**src/rtl/mvau_weight_streamer.sv**
```systemverilog
// Weight-memory sequencer for the MVAU: sweeps the weight memory NUM_PASSES times
// and streams the registered read data out over AXI-Stream through a 2-entry skid FIFO.
module mvau_weight_streamer #(
   parameter int SIMD         = 2,
   parameter int TW           = 1,
   parameter int WMEM_DEPTH   = 4,
   parameter int WMEM_ADDR_BW = 4,
   parameter int NUM_PASSES   = 4
) (
   input  logic                    aclk,
   input  logic                    areset,
   input  logic                    start,
   output logic                    busy,
   output logic                    done,
   output logic [WMEM_ADDR_BW-1:0] wmem_addr,
   input  logic [SIMD*TW-1:0]      wmem_out,
   output logic [SIMD*TW-1:0]      m_axis_tdata,
   output logic                    m_axis_tvalid,
   input  logic                    m_axis_tready,
   output logic                    m_axis_tlast
);

   localparam int DW      = SIMD * TW;
   localparam int PASS_BW = $clog2(NUM_PASSES + 1);

   typedef enum logic [1:0] {IDLE, RUN, DRAIN} state_t;

   state_t                  state_q, state_d;
   logic [WMEM_ADDR_BW-1:0] addr_q, addr_d;
   logic [PASS_BW-1:0]      pass_q, pass_d;
   logic                    inflight_q, inflight_last_q;
   logic [1:0]              occ_q, occ_d;
   logic [DW-1:0]           data0_q, data0_d, data1_q, data1_d;
   logic                    last0_q, last0_d, last1_q, last1_d;

   logic       issue, pop, push, addr_at_end, final_issue;
   logic [2:0] level;

   assign m_axis_tvalid = (occ_q != 2'd0);
   assign m_axis_tdata  = data0_q;
   assign m_axis_tlast  = last0_q;
   assign wmem_addr     = addr_q;

   assign pop         = m_axis_tvalid && m_axis_tready;
   assign push        = inflight_q;
   // Projected FIFO level next cycle, counting the read already in flight.
   assign level       = {1'b0, occ_q} + {2'b00, inflight_q} - {2'b00, pop};
   assign addr_at_end = (addr_q == WMEM_ADDR_BW'(WMEM_DEPTH - 1));
   assign final_issue = issue && addr_at_end && (pass_q == PASS_BW'(NUM_PASSES - 1));

   always_ff @(posedge aclk or posedge areset) begin
      if (areset) begin
         state_q <= IDLE;
      end else begin
         state_q <= state_d;
      end
   end

   always_comb begin
      state_d = state_q;
      case (state_q)
         IDLE:    if (start)       state_d = RUN;
         RUN:     if (final_issue) state_d = DRAIN;
         DRAIN:   if (done)        state_d = IDLE;
         default:                  state_d = IDLE;
      endcase
   end

   always_comb begin
      busy  = (state_q != IDLE);
      done  = (state_q == DRAIN) && (occ_q == 2'd0) && !inflight_q;
      issue = (state_q == RUN) && (level < 3'd2);
   end

   always_comb begin
      addr_d = addr_q;
      pass_d = pass_q;
      if (state_q == IDLE && start) begin
         addr_d = '0;
         pass_d = '0;
      end else if (issue) begin
         if (addr_at_end) begin
            addr_d = '0;
            pass_d = pass_q + PASS_BW'(1);
         end else begin
            addr_d = addr_q + WMEM_ADDR_BW'(1);
         end
      end
   end

   // Skid FIFO: entry 0 is the head; push without pop while full cannot happen.
   always_comb begin
      occ_d   = occ_q;
      data0_d = data0_q;
      data1_d = data1_q;
      last0_d = last0_q;
      last1_d = last1_q;
      case (occ_q)
         2'd0: begin
            if (push) begin
               data0_d = wmem_out;
               last0_d = inflight_last_q;
               occ_d   = 2'd1;
            end
         end
         2'd1: begin
            if (push && pop) begin
               data0_d = wmem_out;
               last0_d = inflight_last_q;
            end else if (push) begin
               data1_d = wmem_out;
               last1_d = inflight_last_q;
               occ_d   = 2'd2;
            end else if (pop) begin
               occ_d   = 2'd0;
            end
         end
         default: begin
            if (pop) begin
               data0_d = data1_q;
               last0_d = last1_q;
               if (push) begin
                  data1_d = wmem_out;
                  last1_d = inflight_last_q;
               end else begin
                  occ_d   = 2'd1;
               end
            end
         end
      endcase
   end

   always_ff @(posedge aclk or posedge areset) begin
      if (areset) begin
         addr_q          <= '0;
         pass_q          <= '0;
         inflight_q      <= 1'b0;
         inflight_last_q <= 1'b0;
         occ_q           <= 2'd0;
         data0_q         <= '0;
         data1_q         <= '0;
         last0_q         <= 1'b0;
         last1_q         <= 1'b0;
      end else begin
         addr_q          <= addr_d;
         pass_q          <= pass_d;
         inflight_q      <= issue;
         inflight_last_q <= issue && addr_at_end;
         occ_q           <= occ_d;
         data0_q         <= data0_d;
         data1_q         <= data1_d;
         last0_q         <= last0_d;
         last1_q         <= last1_d;
      end
   end

endmodule

```
**config.mk**
```make
export PLATFORM = sky130hd
export DESIGN_NAME = mvau_weight_streamer
export DESIGN_NICKNAME = d
export VERILOG_FILES = /design/src/rtl/mvau_weight_streamer.sv
export SDC_FILE = /design/constraint.sdc
export NUM_CORES = 1
export LEC_CHECK = 0
export CORE_ASPECT_RATIO = 0.6
export CORE_MARGIN = 2
export CORE_UTILIZATION = 46
export DETAILED_ROUTE_END_ITERATION = 8
export GPL_TIMING_DRIVEN = 0
export PLACE_DENSITY_LB_ADDON = 0.2
export SYNTH_ARGS = -nofsm -noshare
export SYNTH_HDL_FRONTEND = slang
export SYNTH_SLANG_ARGS = --single-unit
```
**constraint.sdc**
```tcl
create_clock -name aclk -period 2.3 [get_ports aclk]
set_input_delay 0.575 -clock aclk [delete_from_list [all_inputs] [get_ports aclk]]
set_output_delay 0.575 -clock aclk [all_outputs]
set_load 0.02 [all_outputs]
```
Word level (Yosys, flattened, before mapping)
Index checks and enable logic that the tools add are counted.
{"block": "word_totals", "wordCells": 84, "regBits": 19}
{"block": "op_classes", "reduce_logical": 22, "order_cmp": 1, "addsub": 4, "n_eq_ne": 13, "mux": 33, "n_bitwise": 1}
{"cell": "2-to-1 mux 2 bit", "n": 15}
{"cell": "2-to-1 mux 4 bit", "n": 3}
{"cell": "!= test 2 bit, second input constant", "n": 6}
{"cell": "case mux 2 bit (2 select lines)", "n": 3}
{"cell": "nonzero test 2 bit", "n": 5}
{"cell": "2-to-1 mux 3 bit", "n": 3}
{"cell": "AND reduction 3 bit", "n": 3}
{"cell": "logical AND 1 bit", "n": 8}
{"cell": "2-to-1 mux 1 bit", "n": 6}
{"cell": "case mux 2 bit (3 select lines)", "n": 1}
{"cell": "AND reduction 5 bit", "n": 1}
{"cell": "adder 4 x 1 -> 4 bit, second input constant", "n": 1}
{"cell": "equality test 2 x 1 -> 1 bit, second input constant", "n": 2}
{"cell": "equality test 4 x 2 -> 1 bit, second input constant", "n": 1}
{"cell": "zero test 2 bit", "n": 2}
{"cell": "case mux 1 bit (2 select lines)", "n": 2}
{"cell": "adder 2 x 1 -> 3 bit", "n": 1}
{"cell": "adder 3 x 1 -> 3 bit, second input constant", "n": 1}
{"cell": "equality test 3 x 2 -> 1 bit, second input constant", "n": 1}
{"cell": "< comparator 3 x 2 -> 1 bit, second input constant", "n": 1}
{"cell": "!= test 3 x 1 -> 1 bit, second input constant", "n": 1}
{"cell": "!= test 3 bit, second input constant", "n": 1}
{"cell": "nonzero test 3 bit", "n": 1}
{"cell": "subtractor 3 x 1 -> 3 bit", "n": 1}
{"cell": "other kinds (4)", "n": 4}

Depth between registers and ports, before layout
Gate-level depths: netlist of the first run.
{"block": "logic_depth", "ltp_word": 9, "depth_mapped": 8, "mapped_depth_nobuf": 7}

Worst setup path before layout of the first run
Ideal clock, no wire load.
{"block": "synth_timing", "path_kind": "register -> register", "start": "reg occ_q[1]", "end": "reg addr_q[0] (netlist: wmem_addr[0])", "setup_time_ns": 0.078, "arrival_ns": 2.217, "path_stages_with_launch": 9, "period_less_slack_ns": 2.294, "t_required_ns": 2.222, "setup_slack_ns": 0.006, "path_cell_list": "dfrtp_1 -> buf_2 -> nand2_1 -> nor2_1 -> o21ai_1 -> fa_1 -> xor2_2 -> or4b_1 -> a21boi_1"}
{"block": "synth_between", "elab_chain_len": 6, "elab_cells_between_ends": 7, "classes_between": "add/sub: 2; order compare: 1; reduce/logical: 4"}
{"item": "start: declaration", "line": "32", "source": "logic [1:0] occ_q, occ_d;"}
{"item": "start signal: assignment", "line": "139", "source": "occ_q <= 2'd0;"}
{"item": "start signal: assignment", "line": "149", "source": "occ_q <= occ_d;"}
{"item": "parallel branches: the longest is 2 deep, another holds adder 2 x 1 -> 3 bit"}
{"item": "subtractor 3 x 1 -> 3 bit *", "line": "47", "source": "assign level = {1'b0, occ_q} + {2'b00, inflight_q} - {2'b00, pop};"}
{"item": "< comparator 3 x 2 -> 1 bit *", "line": "72", "source": "issue = (state_q == RUN) && (level < 3'd2);"}
{"item": "logical AND 1 bit *", "line": "72"}
{"item": "nonzero test 2 bit (no source line) *"}
{"item": "end signal: assignment", "line": "145", "source": "addr_q <= addr_d;"}
{"item": "end: declaration", "line": "29", "source": "logic [WMEM_ADDR_BW-1:0] addr_q, addr_d;"}
Every way passes the cells marked *.
A chain may end at the register's enable or synchronous reset.

Worst setup path in the final report of the first run
{"block": "layout_timing", "start": "in m_axis_tready", "end": "reg addr_q[0] (netlist: wmem_addr[0])"}
{"block": "layout_between", "elab_chain_len": 5}
{"item": "start: declaration", "line": "19", "source": "input logic m_axis_tready,"}
{"item": "logical AND 1 bit", "line": "44", "source": "assign pop = m_axis_tvalid && m_axis_tready;"}
{"item": "subtractor 3 x 1 -> 3 bit", "line": "47"}
{"item": "< comparator 3 x 2 -> 1 bit", "line": "72"}
{"item": "logical AND 1 bit", "line": "72"}
{"item": "nonzero test 2 bit (no source line)"}
Every way passes these cells.

==> results.sh, run 1 <==
export IMPL_drive_gt1_frac=0.254
export IMPL_layout_nets=129
export IMPL_htree_num_levels=1
export IMPL_drtPass1Iterations=2
export IMPL_syn_inst=94
export IMPL_cts_root_buf="clkbuf_8"
export IMPL_yosysUniqueCellTypes=38
export IMPL_antenna_found_initial=0
export IMPL_diodes=0
export IMPL_routed_wl_um=1950
export IMPL_die_area_sq_um=2660
export IMPL_hold_depth=1
export IMPL_fin_tns_setup_ps=0
export IMPL_most_common_layout_cells="17 x dfrtp_1, 13 x clkdlybuf4s50_1, 8 x nand2_1, 7 x inv_1, 6 x mux2i_1"
export IMPL_synth_xor_area_frac=0.0241
export IMPL_critical_path_max_fanout=7
export IMPL_cts_sinks=19
export IMPL_grt_max_degree=20
export IMPL_synth_nets=104
export IMPL_ys_ff_latch=19
export IMPL_ctsHoldBuffers=0
export IMPL_drtIter0Drc=19
export IMPL_grt_pass1_vias=642
export IMPL_nFillCells=179
export IMPL_dp_hpwl_um=1400
export IMPL_startpoint_type="primary input"
export IMPL_multi_input_area_sq_um=538
export IMPL_syn_area_per_cell_sq_um=11.0
export IMPL_cp_arrival_ps=2400
export IMPL_syn_area_sq_um=1040
export IMPL_synthMuxAreaShare=0.145
export IMPL_clk_pin_slew_worst_paths_ps=80
export IMPL_layout_commonest_cell="dfrtp_1"
export IMPL_clk_path_buf_depth=2
export IMPL_drcViolationCount=0
export IMPL_gr_total_overflow=0
export IMPL_io_buffer_count=15
export IMPL_synth_compound_area_share=0.0832
export IMPL_fin_crit_sh=0.961
export IMPL_synthAdderAreaFrac=0.0555
export IMPL_ant_nets=0
export IMPL_num_vias=756
export IMPL_yosysWarnings=0
export IMPL_die_h_um=40.8
export IMPL_worstPathRequired_ps=2490
export IMPL_ir_worst_vdd_mv=0.732
export IMPL_drv_cap=0
export IMPL_r2r_start="occ_q[1]"
export IMPL_grt_pass1_wl_um=3190
export IMPL_pwr_density_cell_nw_per_um2=1360
export IMPL_synth_edf_count=0
export IMPL_hold_end="pass_q[0]"
export IMPL_setup_slack_ps=90.2
export IMPL_start_util=0.483
export IMPL_placementRows=13
export IMPL_p_leak_uw=0.000580
export IMPL_crit_path_start="m_axis_tready"
export IMPL_clk_latency_ps=260
export IMPL_die_w_um=65.3
export IMPL_ys_seq_area_frac=0.458
export IMPL_syn_to_final_growth_pct=30.4
export IMPL_cts_buffers=3
export IMPL_post_drt_wl_per_cell_um=13.2
export IMPL_core_area_sq_um=2150
export IMPL_track_usage=0.172
export IMPL_crit_type="in -> reg"
export IMPL_synth_top_family_by_area="simple AND/OR/NAND/NOR gates"
export IMPL_gp_congestion=0.789
export IMPL_fin_crit_ps=2210
export IMPL_r2r_end="wmem_addr[0]"
export IMPL_hold_viol=0
export IMPL_synth_async_sr_flop_share=1.00
export IMPL_r2r_slack_ps=100
export IMPL_cts_tree="yes"
export IMPL_holdCritPathClass="reg -> reg"
export IMPL_io_pins=16
export IMPL_tightest_slew_ps=729
export IMPL_status="finished clean"
export IMPL_preCtsSetupSlack_ps=-670
export IMPL_regArea_sq_um=478
export IMPL_relSlewSlack=0.513
export IMPL_fin_skew_ps=4.46
export IMPL_drv_slew=0
export IMPL_synthSimpleGateAreaFrac=0.193
export IMPL_via_per_inst=5.11
export IMPL_synth_ff_type="dfrtp_1"
export IMPL_cp_end_kind="flip-flop"
export IMPL_min_from="pass_q[0]"
export IMPL_reg2reg_depth=8
export IMPL_finalSetupViolations=0
export IMPL_clock_fmax_ghz=0.453
==> how the worst max path moves through the flow <==
| stage | end | slack [ps] |
|---|---|---|
| after floorplan | wmem_addr[0] | 6 |
| after global placement | wmem_addr[0] | -640 |
| after detailed placement | wmem_addr[0] | -670 |
| after CTS | wmem_addr[0] | 10 |
| after global routing | wmem_addr[0] | -10 |
| final | wmem_addr[0] | 90 |
==> layer usage <==
metal | GRT usage | wire length (um)
met5 | 0 | 0
met4 | 0.0625 | 22
met3 | 0.0604 | 80
met2 | 0.242 | 852
met1 | 0.244 | 998
==> kinds of logic after synthesis <==
group,Yosys count
muxes,14
AOI/OAI and AO/OA,13
DFF,19
buffers and inverters,11
adders and majority gates,4
and+or+nand+nor,31
xor gates and xnor gates,2
==> Yosys cell counts, drive strengths merged (2+ instances only) <==
library cell	count	area (sq um)
clkbuf	2	7.51
dfrtp	19	475
ha	3	37.5
inv	8	30.0
mux2	8	90.1
mux2i	6	60.1
nand2	9	33.8
nand2b	2	12.5
nand3b	2	27.5
nor2	4	17.5
nor2b	2	12.5
nor3	5	36.3
o21ai	5	25.0
o22ai	2	18.8
or3b	2	20.0
==> through the flow <==
stage	util	cell area, sq um	total power (uW)	instances	hold slack [ps]
finish	0.630	1350	1830	148	491
global route	0.630	1350	1980	148	525
CTS	0.607	1300	1730	144	493
detailed placement	0.571	1220	1440	139	480
global placement	0.571	1220	1410	139	470
floorplan	-	1040	1200	94	455
==> flip-flops by register name, summed over array words and instances (netlist names) <==
name             count
data1_q              2
inflight_last_q      1
inflight_q           1
last1_q              1
m_axis_tdata         2
m_axis_tlast         1
occ_q                2
pass_q               3
state_q              2
wmem_addr            4
==> cell type report <==
type | instances | area share
Multi-Input combinational cell | 64 | 0.398
Sequential cell | 19 | 0.353
Timing Repair Buffer | 21 | 0.149
Clock buffer | 3 | 0.0305
Tap cell | 30 | 0.0278
Inverter | 8 | 0.0222
Buffer | 2 | 0.0139
Clock inverter | 1 | 0.00555
==> what timing repair did <==
item                       4_1_cts  5_1_grt
setup buffers                    1        5
setup endpoints to repair       13        6
resized for setup                8        9
pin swaps                        1        2
==> worst max-delay path: stages <==
cell,delay [ps]
buf_2,170
nand2_2,100
nor2_4,140
o21ai_2,80
fa_2,610
nand3b_4,110
or4b_1,470
a21boi_1,130
==> power breakdown <==
part	leakage [uW]	internal, uW	switching (uW)
clock	0.0000217	122	120
combinational	0.000323	521	475
sequential	0.000235	467	128
Power figures use the tool's default switching activity.
==> run 2, diff against run 1 <==
MAX_ROUTING_LAYER = met4   (was default)
==> results.sh, run 2 (synthesized netlist as in run 1, its figures left out) <==
export IMPL_p_int_uw=1070
export IMPL_drcViolationCount=0
export IMPL_clk_pin_slew_worst_paths_ps=80
export IMPL_track_usage=0.177
export IMPL_fin_crit_ps=2200
export IMPL_grt_pass1_wl_um=3190
export IMPL_pwr_share_seq=0.334
export IMPL_final_util=0.618
export IMPL_crit_type="reg -> reg"
export IMPL_routed_wl_um=1870
export IMPL_relSlewSlack=0.510
export IMPL_path_cells="buf_8 -> nand2_2 -> nor2_4 -> o21ai_2 -> fa_2 -> nand3b_4 -> or4b_1 -> a21boi_1"
export IMPL_layout_commonest_cell="dfrtp_1"
export IMPL_cp_end_kind="flip-flop"
export IMPL_placementRows=13
export IMPL_start_util=0.483
export IMPL_dp_hpwl_um=1400
export IMPL_io_pins=16
export IMPL_fin_crit_sh=0.956
export IMPL_combPwrFrac=0.530
export IMPL_status="finished clean"
export IMPL_antenna_found_initial=0
export IMPL_critical_path_max_fanout=10
export IMPL_drive_gt1_frac=0.226
export IMPL_hold_viol=0
export IMPL_grt_max_degree=20
export IMPL_ant_nets=0
export IMPL_switchingPower_uw=706
export IMPL_cts_buffers=3
export IMPL_startpoint_type="flip-flop"
export IMPL_gr_total_overflow=0
export IMPL_worstPathRequired_ps=2490
export IMPL_die_area_sq_um=2660
export IMPL_num_vias=738
export IMPL_clock_fmax_ghz=0.455
export IMPL_drv_slew=0
export IMPL_postLayoutCellArea_sq_um=1330
export IMPL_nFillCells=187
export IMPL_drv_cap=0
export IMPL_via_per_inst=5.09
export IMPL_fin_skew_ps=6.29
export IMPL_ir_worst_vdd_mv=0.696
export IMPL_cts_sinks=19
export IMPL_syn_to_final_growth_pct=28.0
export IMPL_htree_num_levels=1
export IMPL_pwr_density_cell_nw_per_um2=1340
export IMPL_cp_arrival_ps=2390
export IMPL_die_h_um=40.8
export IMPL_largest_reg_flops=4
export IMPL_holdWs_ps=491
export IMPL_gp_congestion=0.800
export IMPL_p_leak_uw=0.000564
export IMPL_place_area_sq_um=1220
export IMPL_clk_path_buf_depth=2
export IMPL_diodes=0
export IMPL_drtPass1Iterations=4
export IMPL_cts_root_buf="clkbuf_8"
export IMPL_fin_tns_setup_ps=0
export IMPL_power_frac_clock=0.136
export IMPL_die_w_um=65.3
export IMPL_tightest_slew_ps=734
export IMPL_cp_slowest_stage_delay_ps=610
export IMPL_swShare=0.397
export IMPL_cpMaxStageDelayCell="fa_2"
export IMPL_most_common_layout_cells="17 x dfrtp_1, 13 x clkdlybuf4s50_1, 8 x nand2_1, 7 x inv_1, 6 x mux2i_1"
export IMPL_clk_latency_ps=260
export IMPL_cts_tree="yes"
export IMPL_ctsHoldBuffers=0
export IMPL_io_buffer_count=15
export IMPL_finalSetupViolations=0
export IMPL_drtIter0Drc=23
export IMPL_layout_nets=126
export IMPL_grt_pass1_vias=643
export IMPL_core_area_sq_um=2150
export IMPL_holdCritPathClass="reg -> reg"
export IMPL_post_drt_wl_per_cell_um=12.9
-- run 2: power by group through the flow --
stage                     registers, uW  clock network (uW)  logic, uW
after floorplan                     600                   0        599
after global placement              569                   0        843
final                               593                 242        941
after global routing                620                 266       1040
after CTS                           576                 249        908
after detailed placement            577                   0        863
-- run 2: layout make-up --
| cell class | instances | area, sq um | share of cell area |
|---|---|---|---|
| Timing Repair Buffer | 18 | 179 | 0.135 |
| Clock buffer | 3 | 41.3 | 0.0311 |
| Clock inverter | 1 | 7.51 | 0.00566 |
| Buffer | 2 | 18.8 | 0.0141 |
| Sequential cell | 19 | 478 | 0.360 |
| Tap cell | 30 | 37.5 | 0.0283 |
| Inverter | 8 | 30.0 | 0.0226 |
| Multi-Input combinational cell | 64 | 536 | 0.403 |
-- run 2: stage by stage --
stage | setup slack [ps] | instances | power (uW)
global placement | -643 | 139 | 1410
CTS | 10.6 | 144 | 1730
finish | 100 | 145 | 1780
global route | -4.55 | 145 | 1920
detailed placement | -670 | 139 | 1440
floorplan | 5.63 | 94 | 1200
-- run 2: critical path, delay by kind of cell, from the launching register on --
| family | cells | cell delay, ps |
|---|---|---|
| simple gates | 4 | 790 |
| compound gates | 2 | 210 |
| buf+inv | 1 | 140 |
| fa+ha+maj | 1 | 610 |
| flops | 1 | 390 |
-- run 2: metal layers --
layer,GRT usage,vias up,wire [um]
met5,-,-,0
met1,0.240,352,967
li1,-,366,-
met4,0.0625,0,22
met3,0.0604,5,92
met2,0.245,15,789
-- run 2: final timing paths --
kind	slack [ps]	to	cells after the start	startpoint
max reg2reg	100	wmem_addr[0]	8	occ_q[1]
min in group asynchronous	730	m_axis_tlast	2	areset
min	490	pass_q[0]	1	pass_q[0]
max in group asynchronous	1050	occ_q[0]	2	areset
min reg2reg	490	pass_q[0]	1	pass_q[0]
max	100	wmem_addr[0]	8	occ_q[1]
-- run 2: repair_timing --
item / 4_1_cts / 5_1_grt
setup endpoints to repair: 13 / 6
buffers inserted: 1 / 2
hold endpoints to repair: 0 / 0
resized for setup: 8 / 8
pin swaps: 1 / 2
==> run 3, diff against run 2 <==
ABC_CLOCK_PERIOD_IN_PS = 2300   (was default)
GPL_TIMING_DRIVEN = default   (was 0)
==> results.sh, run 3 (synthesized netlist as in run 1, its figures left out) <==
export IMPL_tightest_slew_ps=351
export IMPL_largest_reg_flops=4
export IMPL_p_leak_uw=0.000589
export IMPL_htree_num_levels=1
export IMPL_finalPower_uw=1780
export IMPL_drtIter0Drc=50
export IMPL_holdCritPathClass="reg -> reg"
export IMPL_worstSetupEndpoint="wmem_addr[0]"
export IMPL_clk_latency_ps=260
export IMPL_r2r_end="wmem_addr[0]"
export IMPL_clk_path_buf_depth=2
export IMPL_cts_sinks=19
export IMPL_track_usage=0.171
export IMPL_grt_pass1_vias=690
export IMPL_most_common_layout_cells="19 x dfrtp_1, 13 x clkdlybuf4s50_1, 10 x buf_4, 8 x nand2_1, 7 x inv_1"
export IMPL_drv_slew=0
export IMPL_swShare=0.391
export IMPL_placementRows=13
export IMPL_syn_to_final_growth_pct=29.3
export IMPL_status="finished clean"
export IMPL_rsz0062_at_grt="false"
export IMPL_clk_pin_slew_worst_paths_ps=70
export IMPL_via_per_inst=4.87
export IMPL_drv_cap=0
export IMPL_combPwrFrac=0.536
export IMPL_gr_total_overflow=0
export IMPL_wl_met3_um=81
export IMPL_cp_arrival_ps=2390
export IMPL_relSlewSlack=0.766
export IMPL_drive_gt1_frac=0.233
export IMPL_top_layer_used="met4"
export IMPL_ant_nets=0
export IMPL_num_vias=730
export IMPL_wl_met1_um=988
export IMPL_fin_skew_ps=2.06
export IMPL_r2r_slack_ps=150
export IMPL_fin_crit_sh=0.960
export IMPL_p_int_uw=1080
export IMPL_grt_max_degree=20
export IMPL_power_frac_clock=0.133
export IMPL_io_pins=16
export IMPL_met2_length_um=800
export IMPL_reg2reg_depth=6
export IMPL_routed_wl_um=1880
export IMPL_cts_setup_buffers=0
export IMPL_preCtsSetupSlack_ps=-430
export IMPL_post_drt_wl_per_cell_um=12.5
export IMPL_nFillCells=186
export IMPL_pwr_share_seq=0.331
export IMPL_cts_root_buf="clkbuf_8"
export IMPL_die_h_um=40.8
export IMPL_setup_slack_ps=92.2
export IMPL_start_util=0.483
export IMPL_layout_nets=131
export IMPL_finalSetupViolations=0
export IMPL_crit_type="in -> reg"
export IMPL_diodes=0
export IMPL_core_area_sq_um=2150
export IMPL_critical_path_max_fanout=4
export IMPL_crit_path_start="m_axis_tready"
export IMPL_ir_worst_vdd_mv=0.800
export IMPL_fin_crit_ps=2210
export IMPL_grt_pass1_wl_um=3120
export IMPL_worstPathRequired_ps=2490
export IMPL_drtPass1Iterations=4
export IMPL_pwr_density_cell_nw_per_um2=1330
export IMPL_io_buffer_count=15
export IMPL_antenna_found_initial=0
export IMPL_cts_tree="yes"
export IMPL_dp_hpwl_um=1470
export IMPL_r2r_start="occ_q[0]"
export IMPL_hold_viol=0
export IMPL_clock_fmax_ghz=0.453
export IMPL_startpoint_type="primary input"
export IMPL_cp_end_kind="flip-flop"
export IMPL_switchingPower_uw=696
export IMPL_die_area_sq_um=2660
export IMPL_gp_congestion=0.790
export IMPL_drcViolationCount=0
export IMPL_layout_commonest_cell="dfrtp_1"
export IMPL_cts_buffers=3
export IMPL_die_w_um=65.3
run 3: changes by cell type in the layout (fill, tap and decap cells not counted), sizes merged:
cell         change
clkbuf           -1
buf              +5
dlygate4sd2      +1
run 3: layout make-up:
class                      instances  area (sq um)  area share
clock buffer                       3          41.3      0.0308
timing repair buffer              25           223       0.166
tap                               30          37.5      0.0280
clock inverter                     1          7.51     0.00560
multi-input combinational         64           527       0.393
sequential                        19           475       0.354
inverter                           8          30.0      0.0224
run 3: worst min-delay path by stage:
stage,from,end,slack (ps),cells past startpoint
2_1_floorplan,pass_q[0],pass_q[0],450,1
3_3_place_gp,data1_q[0],data1_q[0],470,1
3_5_place_dp,pass_q[0],pass_q[0],490,1
4_1_cts,pass_q[0],pass_q[0],500,1
5_1_grt,pass_q[0],pass_q[0],530,1
6_report,pass_q[0],pass_q[0],490,1
run 3: power by group through the flow:
stage	Sequential (uW)	Clock [uW]	Combinational [uW]
floorplan	600	0	599
global placement	585	0	933
detailed placement	594	0	954
CTS	591	248	966
global route	611	266	1060
finish	590	237	954
run 3: critical path, stage by stage:
cell           delay (ps)
dlygate4sd2_1         240
nand2_2                80
nor2_2                130
o21ai_1                90
fa_2                  570
nand3b_4              100
or4b_1                480
a21boi_1              130
run 3: through the flow:
stage | utilization | area [sq um] | hold slack (ps) | instances | TNS (ps)
final | 0.625 | 1340 | 494 | 150 | 0
after global routing | 0.625 | 1340 | 533 | 150 | 0
after CTS | 0.625 | 1340 | 499 | 150 | 0
after detailed placement | 0.600 | 1290 | 489 | 146 | -3560
after global placement | 0.600 | 1290 | 469 | 146 | -2860
after floorplan | - | 1040 | 455 | 94 | 0
run 3: per-layer routing:
layer | up-vias | GRT usage
met2 | 15 | 0.260
met4 | 0 | 0.0469
met1 | 340 | 0.228
met3 | 3 | 0.0495
met5 | - | -
li1 | 372 | -
run 3: timing repair:
item,CTS,global route
endpoints found under the setup margin,10,1
hold buffers,0,0
resized for setup,5,0
cloned,0,0
pin swaps,2,1
